**src/rtl/ram_banked_pkg.sv**
```systemverilog
// Shared definitions for the banked RAM: default geometry and FSM state encodings.
package ram_defs;

  localparam int DEF_DATA_W     = 8;
  localparam int DEF_ADDR_W     = 9;
  localparam int DEF_BANK_SEL_W = 3;

  localparam logic [0:0] ST_IDLE  = 1'b0;
  localparam logic [0:0] ST_CLEAR = 1'b1;

endpackage

```
**src/rtl/ram_banked_bank.sv**
```systemverilog
// One storage bank: synchronous write, combinational read. Contents are never reset.
module ram_bank #(
  parameter int DATA_W = 8,
  parameter int ADDR_W = 6
) (
  input  logic              clk,
  input  logic              we,
  input  logic [ADDR_W-1:0] addr,
  input  logic [DATA_W-1:0] wdata,
  output logic [DATA_W-1:0] rdata
);

  logic [DATA_W-1:0] r_mem [1 << ADDR_W];

  // Store the write word on the rising edge when enabled
  always_ff @(posedge clk) begin
    if (we) r_mem[addr] <= wdata;
  end

  assign rdata = r_mem[addr];

endmodule

```
**src/rtl/ram_banked.sv**
```systemverilog
// Single-port banked RAM with valid/ready requests, a registered 1-cycle read
// response and a clear engine that zero-fills every bank in parallel.
module ram_banked
  import ram_defs::*;
#(
  parameter int DATA_W     = DEF_DATA_W,
  parameter int ADDR_W     = DEF_ADDR_W,
  parameter int BANK_SEL_W = DEF_BANK_SEL_W
) (
  input  logic              clk,
  input  logic              rst_n,
  input  logic              req_valid,
  output logic              req_ready,
  input  logic              req_we,
  input  logic [ADDR_W-1:0] req_addr,
  input  logic [DATA_W-1:0] req_wdata,
  output logic              rsp_valid,
  output logic [DATA_W-1:0] rsp_rdata,
  input  logic              clear_start,
  output logic              clear_busy,
  output logic              clear_done
);

  localparam int ROW_W = ADDR_W - BANK_SEL_W;
  localparam int NBANK = 1 << BANK_SEL_W;
  localparam logic [ROW_W-1:0] ROW_LAST = '1;
  localparam logic [ROW_W-1:0] ROW_ONE  = ROW_W'(1);

  logic [0:0]        r_state;
  logic [ROW_W-1:0]  r_clr_idx;
  logic              r_clear_done;
  logic              r_rsp_valid;
  logic [DATA_W-1:0] r_rsp_rdata;

  logic                  w_idle;
  logic                  w_clearing;
  logic                  w_accept;
  logic                  w_wr_accept;
  logic                  w_rd_accept;
  logic [BANK_SEL_W-1:0] w_sel;
  logic [ROW_W-1:0]      w_row;
  logic [ROW_W-1:0]      w_bank_addr;
  logic [DATA_W-1:0]     w_bank_wdata;
  logic [NBANK-1:0]      w_bank_we;
  logic [DATA_W-1:0]     w_bank_rdata [NBANK];
  logic [DATA_W-1:0]     w_rd_data;

  assign w_idle      = (r_state == ST_IDLE);
  assign w_clearing  = (r_state == ST_CLEAR);
  assign w_accept    = req_valid && w_idle;
  assign w_wr_accept = w_accept && req_we;
  assign w_rd_accept = w_accept && !req_we;

  assign w_sel = req_addr[ADDR_W-1 -: BANK_SEL_W];
  assign w_row = req_addr[ROW_W-1:0];

  // The clear engine owns the shared write path while clearing; requests cannot arrive then
  assign w_bank_addr  = w_clearing ? r_clr_idx : w_row;
  assign w_bank_wdata = w_clearing ? '0 : req_wdata;

  generate
    for (genvar b = 0; b < NBANK; b++) begin : g_bank
      assign w_bank_we[b] = w_clearing || (w_wr_accept && (w_sel == BANK_SEL_W'(b)));
      ram_bank #(
        .DATA_W (DATA_W),
        .ADDR_W (ROW_W)
      ) u_bank (
        .clk   (clk),
        .we    (w_bank_we[b]),
        .addr  (w_bank_addr),
        .wdata (w_bank_wdata),
        .rdata (w_bank_rdata[b])
      );
    end
  endgenerate

  assign w_rd_data = w_bank_rdata[w_sel];

  // Control FSM: IDLE serves requests, CLEAR walks every row once then returns and pulses done
  always_ff @(posedge clk or negedge rst_n) begin
    if (!rst_n) begin
      r_state      <= ST_IDLE;
      r_clr_idx    <= '0;
      r_clear_done <= 1'b0;
    end else begin
      r_clear_done <= 1'b0;
      case (r_state)
        ST_IDLE: begin
          if (clear_start) begin
            r_state   <= ST_CLEAR;
            r_clr_idx <= '0;
          end
        end
        default: begin
          if (r_clr_idx == ROW_LAST) begin
            r_state      <= ST_IDLE;
            r_clr_idx    <= '0;
            r_clear_done <= 1'b1;
          end else begin
            r_clr_idx <= r_clr_idx + ROW_ONE;
          end
        end
      endcase
    end
  end

  // Read response register: pulse valid for one cycle, hold data between reads
  always_ff @(posedge clk or negedge rst_n) begin
    if (!rst_n) begin
      r_rsp_valid <= 1'b0;
      r_rsp_rdata <= '0;
    end else begin
      r_rsp_valid <= w_rd_accept;
      if (w_rd_accept) r_rsp_rdata <= w_rd_data;
    end
  end

  assign req_ready  = w_idle;
  assign clear_busy = w_clearing;
  assign clear_done = r_clear_done;
  assign rsp_valid  = r_rsp_valid;
  assign rsp_rdata  = r_rsp_rdata;

endmodule

```
**config.mk**
```make
export PLATFORM = sky130hd
export DESIGN_NAME = ram_banked
export DESIGN_NICKNAME = d
export VERILOG_FILES = /design/src/rtl/ram_banked_pkg.sv /design/src/rtl/ram_banked_bank.sv /design/src/rtl/ram_banked.sv
export SDC_FILE = /design/constraint.sdc
export NUM_CORES = 2
export LEC_CHECK = 0
export CELL_PAD_IN_SITES_DETAIL_PLACEMENT = 1
export CELL_PAD_IN_SITES_GLOBAL_PLACEMENT = 2
export CORE_UTILIZATION = 31
export CTS_CLUSTER_DIAMETER = 100
export CTS_CLUSTER_SIZE = 28
export DETAILED_ROUTE_END_ITERATION = 10
export PLACE_DENSITY = 0.64
export SETUP_SLACK_MARGIN = 0.3
export SLEW_MARGIN = 5
export SYNTH_ARGS = -nofsm -noshare
export SYNTH_HDL_FRONTEND = slang
export SYNTH_SLANG_ARGS = --single-unit
```
**constraint.sdc**
```tcl
create_clock -name clk -period 16.1 [get_ports clk]
set_input_delay 3.22 -clock clk [delete_from_list [all_inputs] [get_ports clk]]
set_output_delay 3.22 -clock clk [all_outputs]
set_load 0.05 [all_outputs]
```
==> summary.md <==
| Metric | Value |
|---|---|
| Slowest CP cell | nor3_1 |
| Comb pwr share | 0.339 |
| Mapped cell area | between 150000 and 200000 sq um |
| Area delta synth->final | 8.723% |
| DR vias/cell | 5.955 |
| Final hold violation count | 0 |
| Pleak | 50.10 nW |
| Cell depth of the worst setup path | 14 |
| Total Nets Final | 8657 |
| Clk buf depth | 4 |
| Synth top area cells | edfxtp_1 (81%), a222oi_1 (3.5%), a22oi_1 (3.3%), nand2_1 (1.8%), nor2_1 (1.3%) |
| Residual DRC | 0 |
| Vias in the first global route | 88230 |
| Worst stage delay on the critical path | 1.11 ns |
| Peak VDD IR | 0.1430 mV |
| Share of cells above drive strength 1 | 0.07669 |
| Yosys reg bits | 4113 |
| Async SR Flop Fraction | 0.004133 |
| Sw power | 10.73 mW |
| Ys flop type | edfxtp_1 |
| Crit end category | flop |
| Routed WL | around 570 mm |
| Synthesized netlist net count | 8767 |
| Die area | 493200 sq um |
| Status | complete, no violations |
| RSZ-0062 raised after global routing | no |
| Seq/Total Area, Yosys | 0.8118 |
| Synth cell count leaders | edfxtp_1 (4096), nand2_1 (739), a22oi_1 (664), nor2_1 (543), a222oi_1 (526) |
| CTS clk-pin slew, worst paths | ~0.11 ns |
| R2R cell count | 14 |
| Fin. max-slew vios | 0 |
| Gr ovfl total | 0 |
| Post-CTS Setup Repair Bufs | 0 |
| Int Power | 16.81 mW |
| GPL Wtd Cong | 0.8607 |
| Warnings from Yosys | 0 |
| Max Clk Rate | 0.1072 GHz |
| Startpoint types | primary input |
| Power share of the clock group | 0.198 |
| Crit path kind | primary input to flop |
| Finished Layout Cells | approximately 15000 |
| Synthesized instance count | 8744 |
| Number of synthesized flops with an enable pin | 4096 |
| Remaining antenna violation count | 0 |
| Wire length of the first global-routing pass | 768.7 mm |
| Cell variety after synth | between 80 and 90 |
| Core Region | between 400000 and 500000 sq um |
| Antenna violations before repair | 54 |
| Max-cap viol count | 0 |
| Hold-fix buffers, CTS | 0 |
| First-pass iteration count of the detailed router | 9 |
| Setup TNS | 0 ns |
| H-tree Lvls | 4 |
| Total number of vias | 90360 |
| Bufs and invs on worst path | 5 |
| Top-count cell post-synth | edfxtp_1 |
| TritonCTS Buffers | 174 |
| Fin crit share | 0.5795 |
| Power Dens Cells | 166.6 nW/um^2 |
| Syn avg cell area | 17.39 sq um |
| PostCTS Resize Cnt | 0 |
| CTS tree | done |
| CP Cell Sequence | clkdlybuf4s50_1 -> nor4b_2 -> buf_4 -> or2_4 -> buf_4 -> buf_4 -> buf_4 -> a222oi_1 -> a31oi_1 -> a2111oi_0 -> and4b_1 -> a211oi_1 -> nor3_1 -> nor3_1 |
| Worst Path Max Fanout | 33 |
| DR WL/cell | 37.30 um |
| I/O pins | 34 |
| Clock Skew | slightly below 0.09 ns |
| Final setup violation count | 0 |
| Worst-Margin Slew | 1.429 ns |
| Standard-cell row count | 256 |
| CP delay by family, top | simple AND/OR/NAND/NOR gates |
| DP HPWL | about 340 mm |
| Initial Util | 0.3121 |
| Die width | 702.3 um |
| Hold Crit Depth | 2 |
| CTS sink cnt | 4113 |
| Switching Share | 0.3896 |
| Clock Latency Late Sink | 1.00 ns |
| Top cell type's share of synthesized area | 0.8090 |
| Arrival @ worst endpoint | 10.12 ns |
| Worst path most repeated cell | buf_4 |
| Max_slew headroom | 0.04004 |
| GRT Resource Usage Total | 0.2224 |
| Power Total | roughly 28 mW |
| Largest net degree at the start of global routing | 208 |
| Req. time, crit path | about 17 ns |
| Clk root buf | clkbuf_16 |
| Worst min-delay path category | flop to flop |
| Die Height | 702.3 um |
| Synth area leader | edfxtp_1 |
| Placed Cells incl. Taps | 14910 |
| DRT iter0 DRCs | 16430 |
| Min Tclk post-route | 9.330 ns |
| Reg power frac | 0.463 |
| PortBufs | 33 |
==> per-layer routing <==
layer | up-vias | share of wire | wire (um) | GRT usage
li1 | 35670 | - | - | -
met1 | 48830 | 0.41 | 229300 | 0.3103
met2 | 5145 | 0.46 | 260400 | 0.3522
met3 | 692 | 0.10 | 57360 | 0.04406
met4 | 28 | 0.033 | 18650 | 0.06477
met5 | - | 0.00033 | 184 | 0
==> cell type report <==
cell class / count / area [sq um]
timing repair buffer: 317 / 2778
antenna: 26 / 65.06
clock inverter: 22 / 315.3
inverter: 5 / 18.77
sequential: 4113 / 123400
clock buffer: 217 / 4547
multi-input combinational: 4023 / 26070
tap: 6450 / 8070
fill: 48790 / 321900
==> registers in the layout (all words and copies together), names as in the netlist <==
register and count:
clear_busy 1, clear_done 1, g_bank.u_bank.r_mem 4096, r_clr_idx 6, rsp_rdata 8, rsp_valid 1
==> worst reg2reg max path, delay by kind of cell (launching register included) <==
kind | cells | cell delay [ns]
DFF | 1 | 0.72
buffers and inverters | 5 | 2.22
AOI/OAI and AO/OA | 4 | 1.87
and+or+nand+nor | 5 | 2.52
==> final timing paths <==
check | from | end | slack, ns
max | req_addr[2] | rsp_rdata[6]$_DFFE_PN0P_ | 6.77
min | r_clr_idx[4]$_DFFE_PN0P_ | r_clr_idx[4]$_DFFE_PN0P_ | 0.68
max reg2reg | clear_busy$_DFF_PN0_ | rsp_rdata[6]$_DFFE_PN0P_ | 8.62
min reg2reg | r_clr_idx[4]$_DFFE_PN0P_ | r_clr_idx[4]$_DFFE_PN0P_ | 0.68
max in group asynchronous | rst_n | clear_busy$_DFF_PN0_ | 12.96
min in group asynchronous | rst_n | r_clr_idx[3]$_DFFE_PN0P_ | 2.68
==> cells in the final DEF (no fill, tap or decap), types with 31 or more instances in the layout <==
cell type,synthesis,final
a21oi_1,322,316
a221oi_1,137,136
a222oi_1,526,526
a22o_1,48,48
a22oi_1,664,664
a31oi_1,166,166
buf_4,57,258
clkbuf_1,151,41
clkbuf_16,0,175
clkdlybuf4s50_1,0,31
edfxtp_1,4096,4096
mux2_2,84,84
nand2_1,739,714
nand3_1,207,206
nand4_1,96,96
nor2_1,543,534
o21ai_0,115,113
o22ai_1,42,41
==> power groups by stage <==
stage	logic [mW]	registers [mW]	clock network (mW)
floorplan	4.52	13.0	0
global placement	9.12	13.0	0
detailed placement	9.17	13.0	0
CTS	9.20	12.8	5.48
global route	9.51	12.8	5.77
finish	9.34	12.8	5.44
==> cells by family (layout without fill, tap and decap cells) <==
kind of cell / Yosys count / in the layout / share of synthesized area
flops: 4113 / 4113 / 0.8118
compound gates: 2194 / 2194 / 0.1110
simple gates: 1717 / 1717 / 0.04886
buf+inv: 608 / 561 / 0.02012
mux: 109 / 109 / 0.007966
xor+xnor: 2 / 2 / 0.0001152
fa+ha+maj: 1 / 1 / 0.00008229
other cells: 0 / 26 / 0
==> metrics by stage <==
stage          hold slack [ns]  area, sq um  setup WS, ns  utilization
6_report                0.6830       165300         6.770       0.3393
5_1_grt                 0.7078       165200         7.120       0.3392
4_1_cts                 0.6854       165200         7.264       0.3391
3_5_place_dp            0.6714       160400         6.223       0.3292
3_3_place_gp            0.6550       160300         6.224       0.3290
2_1_floorplan           0.5659       152000        -2.018            -
No activity file was read; power rests on OpenSTA's default activity.
